`config.mk`:
```
export PLATFORM = sky130hd
export DESIGN_NAME = seq_detect_param_flat
export DESIGN_NICKNAME = d
export VERILOG_FILES = /design/src/rtl/seq_detect_param_if.sv /design/src/rtl/seq_detect_param.sv /design/src/flat_wrapper.sv
export SDC_FILE = /design/constraint.sdc
export NUM_CORES = 1
export LEC_CHECK = 0
export BUFFER_PORTS_ARGS = -buffer_cell sky130_fd_sc_hd__buf_2
export CAP_MARGIN = 20
export CORE_MARGIN = 5
export CORE_UTILIZATION = 60
export CTS_BUF_LIST = sky130_fd_sc_hd__clkbuf_8
export DETAILED_ROUTE_END_ITERATION = 8
export HOLD_SLACK_MARGIN = 0.15
export PLACE_DENSITY = 0.95
export REMOVE_ABC_BUFFERS = 1
export SYNTH_ARGS = -nofsm -noshare
export SYNTH_HDL_FRONTEND = slang
export SYNTH_SLANG_ARGS = --single-unit
```
`constraint.sdc`:
```
create_clock -name clk -period 6.65 [get_ports clk]
set_input_delay 1.33 -clock clk [delete_from_list [all_inputs] [get_ports clk]]
set_output_delay 1.33 -clock clk [all_outputs]
set_load 0.005 [all_outputs]
```
`src/rtl/seq_detect_param_if.sv`:
```
// Serial pattern-detector port bundle: stream/config inputs and match outputs.
// Master drives the stream and configuration; slave is the detector.
interface seq_detect_param_if #(
    parameter int unsigned MAX_LEN = 8,
    parameter int unsigned CNT_W   = 16
);
    localparam int unsigned LEN_W = $clog2(MAX_LEN + 1);

    logic               i_din;
    logic               i_din_vld;
    logic               i_overlap;
    logic               i_cfg_load;
    logic [MAX_LEN-1:0] i_cfg_pattern;
    logic [LEN_W-1:0]   i_cfg_len;
    logic               i_cnt_clr;
    logic               o_match;
    logic [CNT_W-1:0]   o_match_cnt;

    modport master (
        output i_din, i_din_vld, i_overlap, i_cfg_load, i_cfg_pattern, i_cfg_len, i_cnt_clr,
        input  o_match, o_match_cnt
    );

    modport slave (
        input  i_din, i_din_vld, i_overlap, i_cfg_load, i_cfg_pattern, i_cfg_len, i_cnt_clr,
        output o_match, o_match_cnt
    );
endinterface

```
`src/rtl/seq_detect_param.sv`:
```
// Runtime-loadable Mealy serial-pattern detector with overlap/non-overlap matching.
// Optional saturating match counter is built only when SEQDET_COUNT_EN is defined.
module seq_detect_param #(
    parameter int unsigned        MAX_LEN     = 8,
    parameter logic [MAX_LEN-1:0] DEF_PATTERN = MAX_LEN'(8'b0000_0101),
    parameter int unsigned        DEF_LEN     = 4,
    parameter int unsigned        CNT_W       = 16
) (
    input  logic              clk,
    input  logic              rst,
    seq_detect_param_if.slave bus
);
    localparam int unsigned      LEN_W    = $clog2(MAX_LEN + 1);
    localparam int unsigned      HIST_W   = MAX_LEN - 1;
    localparam logic [LEN_W-1:0] LEN_MAX  = LEN_W'(MAX_LEN);
    localparam logic [LEN_W-1:0] FILL_MAX = LEN_W'(MAX_LEN - 1);

    logic [MAX_LEN-1:0] r_pat;
    logic [LEN_W-1:0]   r_len;
    logic [HIST_W-1:0]  r_hist;
    logic [LEN_W-1:0]   r_fill;

    logic [MAX_LEN-1:0] w_pat_nxt;
    logic [LEN_W-1:0]   w_len_nxt;
    logic [HIST_W-1:0]  w_hist_nxt;
    logic [LEN_W-1:0]   w_fill_nxt;

    logic [MAX_LEN-1:0] w_cand;
    logic [MAX_LEN-1:0] w_mask;
    logic [LEN_W-1:0]   w_len_clamp;
    logic               w_hit;
    logic               w_fill_ok;
    logic               w_match;

    // Candidate window is the stored history with the live bit appended as the newest.
    assign w_cand    = {r_hist, bus.i_din};
    // A shift by MAX_LEN yields zero, so the full-length mask comes out all ones.
    assign w_mask    = (MAX_LEN'(1) << r_len) - MAX_LEN'(1);
    assign w_hit     = ((w_cand ^ r_pat) & w_mask) == '0;
    assign w_fill_ok = r_fill >= (r_len - LEN_W'(1));
    assign w_match   = bus.i_din_vld & ~bus.i_cfg_load & w_hit & w_fill_ok;

    assign bus.o_match = w_match;

    always_comb begin
        w_len_clamp = bus.i_cfg_len;
        if (bus.i_cfg_len == '0) begin
            w_len_clamp = LEN_W'(1);
        end else if (bus.i_cfg_len > LEN_MAX) begin
            w_len_clamp = LEN_MAX;
        end
    end

    // Next-state: config load flushes history; a non-overlapping match discards usable bits.
    always_comb begin
        w_pat_nxt  = r_pat;
        w_len_nxt  = r_len;
        w_hist_nxt = r_hist;
        w_fill_nxt = r_fill;
        if (bus.i_cfg_load) begin
            w_pat_nxt  = bus.i_cfg_pattern;
            w_len_nxt  = w_len_clamp;
            w_hist_nxt = '0;
            w_fill_nxt = '0;
        end else if (bus.i_din_vld) begin
            w_hist_nxt = w_cand[HIST_W-1:0];
            if (w_match && !bus.i_overlap) begin
                w_fill_nxt = '0;
            end else if (r_fill != FILL_MAX) begin
                w_fill_nxt = r_fill + LEN_W'(1);
            end
        end
    end

    always_ff @(posedge clk or posedge rst) begin
        if (rst) begin
            r_pat  <= DEF_PATTERN;
            r_len  <= LEN_W'(DEF_LEN);
            r_hist <= '0;
            r_fill <= '0;
        end else begin
            r_pat  <= w_pat_nxt;
            r_len  <= w_len_nxt;
            r_hist <= w_hist_nxt;
            r_fill <= w_fill_nxt;
        end
    end

`ifdef SEQDET_COUNT_EN
    logic [CNT_W-1:0] r_cnt;
    logic [CNT_W-1:0] w_cnt_nxt;

    // Clear wins over a concurrent match; count holds at all ones.
    always_comb begin
        w_cnt_nxt = r_cnt;
        if (bus.i_cnt_clr) begin
            w_cnt_nxt = '0;
        end else if (w_match && (r_cnt != '1)) begin
            w_cnt_nxt = r_cnt + CNT_W'(1);
        end
    end

    always_ff @(posedge clk or posedge rst) begin
        if (rst) begin
            r_cnt <= '0;
        end else begin
            r_cnt <= w_cnt_nxt;
        end
    end

    assign bus.o_match_cnt = r_cnt;
`else
    logic w_unused_cnt_clr;
    assign w_unused_cnt_clr = bus.i_cnt_clr;
    assign bus.o_match_cnt  = CNT_W'(0);
`endif

endmodule
```
`src/flat_wrapper.sv`:
```
// flat-port wrapper written by rule: the top's interface ports become plain ports
module seq_detect_param_flat 
#(
    parameter int unsigned        MAX_LEN     = 8,
    parameter logic [MAX_LEN-1:0] DEF_PATTERN = MAX_LEN'(8'b0000_0101),
    parameter int unsigned        DEF_LEN     = 4,
    parameter int unsigned        CNT_W       = 16
)
  (clk, rst, bus_i_din, bus_i_din_vld, bus_i_overlap, bus_i_cfg_load, bus_i_cfg_pattern, bus_i_cfg_len, bus_i_cnt_clr, bus_o_match, bus_o_match_cnt);
  seq_detect_param_if #(.MAX_LEN(MAX_LEN), .CNT_W(CNT_W)) bus_i ();
  input  logic clk;
  input  logic rst;
  input wire logic [$bits(bus_i.i_din)-1:0] bus_i_din;
  input wire logic [$bits(bus_i.i_din_vld)-1:0] bus_i_din_vld;
  input wire logic [$bits(bus_i.i_overlap)-1:0] bus_i_overlap;
  input wire logic [$bits(bus_i.i_cfg_load)-1:0] bus_i_cfg_load;
  input wire logic [$bits(bus_i.i_cfg_pattern)-1:0] bus_i_cfg_pattern;
  input wire logic [$bits(bus_i.i_cfg_len)-1:0] bus_i_cfg_len;
  input wire logic [$bits(bus_i.i_cnt_clr)-1:0] bus_i_cnt_clr;
  output wire logic [$bits(bus_i.o_match)-1:0] bus_o_match;
  output wire logic [$bits(bus_i.o_match_cnt)-1:0] bus_o_match_cnt;
  assign bus_i.i_din = bus_i_din;
  assign bus_i.i_din_vld = bus_i_din_vld;
  assign bus_i.i_overlap = bus_i_overlap;
  assign bus_i.i_cfg_load = bus_i_cfg_load;
  assign bus_i.i_cfg_pattern = bus_i_cfg_pattern;
  assign bus_i.i_cfg_len = bus_i_cfg_len;
  assign bus_i.i_cnt_clr = bus_i_cnt_clr;
  assign bus_o_match = bus_i.o_match;
  assign bus_o_match_cnt = bus_i.o_match_cnt;
  seq_detect_param #(.MAX_LEN(MAX_LEN), .DEF_PATTERN(DEF_PATTERN), .DEF_LEN(DEF_LEN), .CNT_W(CNT_W)) u_core (.clk(clk), .rst(rst), .bus(bus_i));
endmodule
```
==> run metrics <==
status=complete, no violations; maxcap violations=0; Leakage Power=0.7668 nW; ant diodes=0; CTS max path bufs=2; first-pass GRT wire length=4968 µm; hold_sp=u_core.r_pat[7]$_DFFE_PP0P_; min Tclk post-route=3916 ps; Ys Warns=0; largest net degree at the start of global routing=26; Std-Cell Rows=18; per-cell routed wire length=14.69 µm; Routed Antenna Nets=0; CP top delay family=adder cells; final hold vios=0; pre-CTS setup slack=2898 ps; synthesized area=1567 µm²; Post-DP HPWL=2283 µm; FILL cells=186; Final Worst Setup Slack=2734 ps; WL final=2968 µm; Worst Setup End Kind=output pin; share of flip-flops with an asynchronous set or reset=1.000; Die Area=3733 µm²; Reg clk slew, reported paths=80 ps; CP Class=flip-flop to output pin; fin crit share=0.5889; CP arrival=2590 ps; #FFs+latches synth=23; worst slew pin tran=840.9 ps; Mean Syn Cell Area=9.978 µm²; Die Ht=61.10 µm; 1st-iter DRT viols=37; vias in the first global route=1138; Crit-path slowest cell=dfrtp_1; fraction of layout cells with a size suffix above 1=0.2267; max-slew violations=0; Nets=203; Hold Buf Count CTS=0; drt pass-1 iters=4; worst hold stages=1; Die Width=61.10 µm; max incr delay on CP=420 ps; Starting Density=0.6323; R2R Path End=u_core.r_fill[2]$_DFFE_PP0P_; Ports=36; ys flop type=dfrtp_1; worst hold path class=flip-flop to flip-flop; CTS tree=yes; Post-CTS Repair Setup Buffers=0; reg-to-reg startpoint=u_core.r_len[0]$_DFFE_PP0P_; Achievable Freq=0.2553 GHz; Port Buffers=18; reg2reg path depth=10; post-CTS resize count=0; total number of vias=1119; DR DRC count=0; Synth cell types=38; sequential fraction of the synthesis area=0.3698; total CTS buffers=3; aggregate global routing overflow=0; EDFF count, synth=0; RSZ-0062 raised after global routing=no; hold slack final=547.1 ps; startpoint class of the critical path=flip-flop; FF-to-FF setup slack=4060 ps; CP max FO=7; total track usage=0.1778; PD cells=197.5 nW/µm²; Via density=5.540; # clock sinks=23; gp weighted congestion=0.9158; synth-to-layout area growth=5.271%; initial antenna violation count=0; maximum VDD drop=0.2092 mV; hold path endpoint=u_core.r_pat[7]$_DFFE_PP0P_; clk root buf=clkbuf_8; Clk Latency, worst-skew pair=270 ps; clock skew=5.317 ps; Critical Path, Cell by Cell=inv_1 -> ha_1 -> nand2_1 -> ha_1 -> nand2_1 -> a21oi_1 -> o31ai_1 -> o2111ai_2 -> nor3_1 -> buf_2; core box area=2477 µm²; Final Setup Violations=0; Fin Setup TNS=0 ps; Max H-tree Level=1; Slew HR=0.4388; Required @ worst endpoint=5320 ps; Buf+Inv Stages, Crit Path=2; Cells after Synth=157
## state kept, by name, indices dropped and copies added (netlist names)
name,count
u_core.r_hist,7
u_core.r_fill,4
u_core.r_len,4
u_core.r_pat,8
## layout make-up
class,count,area [µm²],area share
inverters,5,18.77,0.01138
clock inverters,1,5.005,0.003035
well taps,30,37.54,0.02276
multi-input cells,122,877.1,0.5319
repair buffers,18,90.09,0.05463
clock buffers,3,41.29,0.02504
flip-flops and latches,23,579.3,0.3513
## worst reg2reg max path, stage by stage, from the launching register on
cell and delay, ps:
dfrtp_1 420, inv_1 170, ha_1 320, nand2_1 120
ha_1 280, nand2_1 110, a21oi_1 50, o31ai_1 290
o2111ai_2 210, nor4_4 380, nor4_1 110
## stage by stage
stage	instance area (µm²)	power, mW	util	instances
6_report	1649	0.3257	0.6657	202
5_1_grt	1649	0.3436	0.6657	202
4_1_cts	1649	0.3243	0.6657	202
3_5_place_dp	1603	0.2406	0.6470	198
3_3_place_gp	1603	0.2331	0.6470	198
2_1_floorplan	1475	0.2173	-	150
## power breakdown
part           internal, mW  switching (mW)  leakage (nW)  total (mW)
combinational        0.0360          0.0425         0.451      0.0785
sequential            0.150          0.0108         0.290       0.161
clock                0.0418          0.0445        0.0255      0.0863
## synthesized netlist by cell type, types with 3 or more instances
| cell | instances | area share |
|---|---|---|
| a21oi_1 | 5 | 0.016 |
| o21ai_0 | 9 | 0.029 |
| xor2_1 | 3 | 0.017 |
| dfrtp_1 | 20 | 0.32 |
| buf_4 | 17 | 0.081 |
| clkbuf_1 | 3 | 0.0072 |
| inv_1 | 5 | 0.012 |
| nor2_1 | 15 | 0.036 |
| xnor2_1 | 9 | 0.050 |
| mux2i_1 | 8 | 0.051 |
| nor3_1 | 5 | 0.016 |
| mux2_2 | 9 | 0.065 |
| nand2_1 | 8 | 0.019 |
| ha_1 | 11 | 0.088 |
| dfstp_2 | 3 | 0.050 |
## kinds of logic after synthesis
family                   Yosys count  share of synthesized area
AO/OA/AOI/OAI                     26                     0.1142
XOR/XNOR                          12                    0.06710
adder cells (fa/ha/maj)           11                    0.08786
buffers and inverters             27                     0.1062
flip-flops                        23                     0.3698
multiplexers                      17                     0.1158
other                              1                   0.002394
AND/OR/NAND/NOR                   40                     0.1366
## placed cells by master (no fill, tap or decap), types with 2 or more instances in the layout
master,instances
dfrtp_1,20
buf_2,18
conb_1,16
nor2_1,15
ha_1,11
xnor2_1,9
o21ai_0,9
mux2_2,9
nand2_1,8
mux2i_1,8
a21oi_1,5
nor3_1,5
inv_1,5
xor2_1,3
clkbuf_8,3
dfstp_2,3
nor3b_1,2
nand2b_1,2
o21a_1,2
a31oi_1,2
## worst max-delay path by stage
stage	depth (start not counted)	from	slack (ps)	endpoint
4_1_cts	10	u_core.r_len[0]$_DFFE_PP0P_	2750	bus_o_match
3_3_place_gp	5	bus_i_cfg_load	2940	bus_o_match
2_1_floorplan	4	bus_i_din	3340	bus_o_match
6_report	10	u_core.r_len[0]$_DFFE_PP0P_	2730	bus_o_match
5_1_grt	10	u_core.r_len[0]$_DFFE_PP0P_	2540	bus_o_match
3_5_place_dp	5	bus_i_cfg_load	2900	bus_o_match
## metal layers
metal  vias to the layer above  global-route usage  routed length [µm]
met1                       528              0.2091                1194
met4                         0             0.06811                  39
met5                         -                   0                   0
met2                        48              0.3263                1540
li1                        538                   -                   -
met3                         5             0.02306                 193
(Power assumes the default switching activity.)
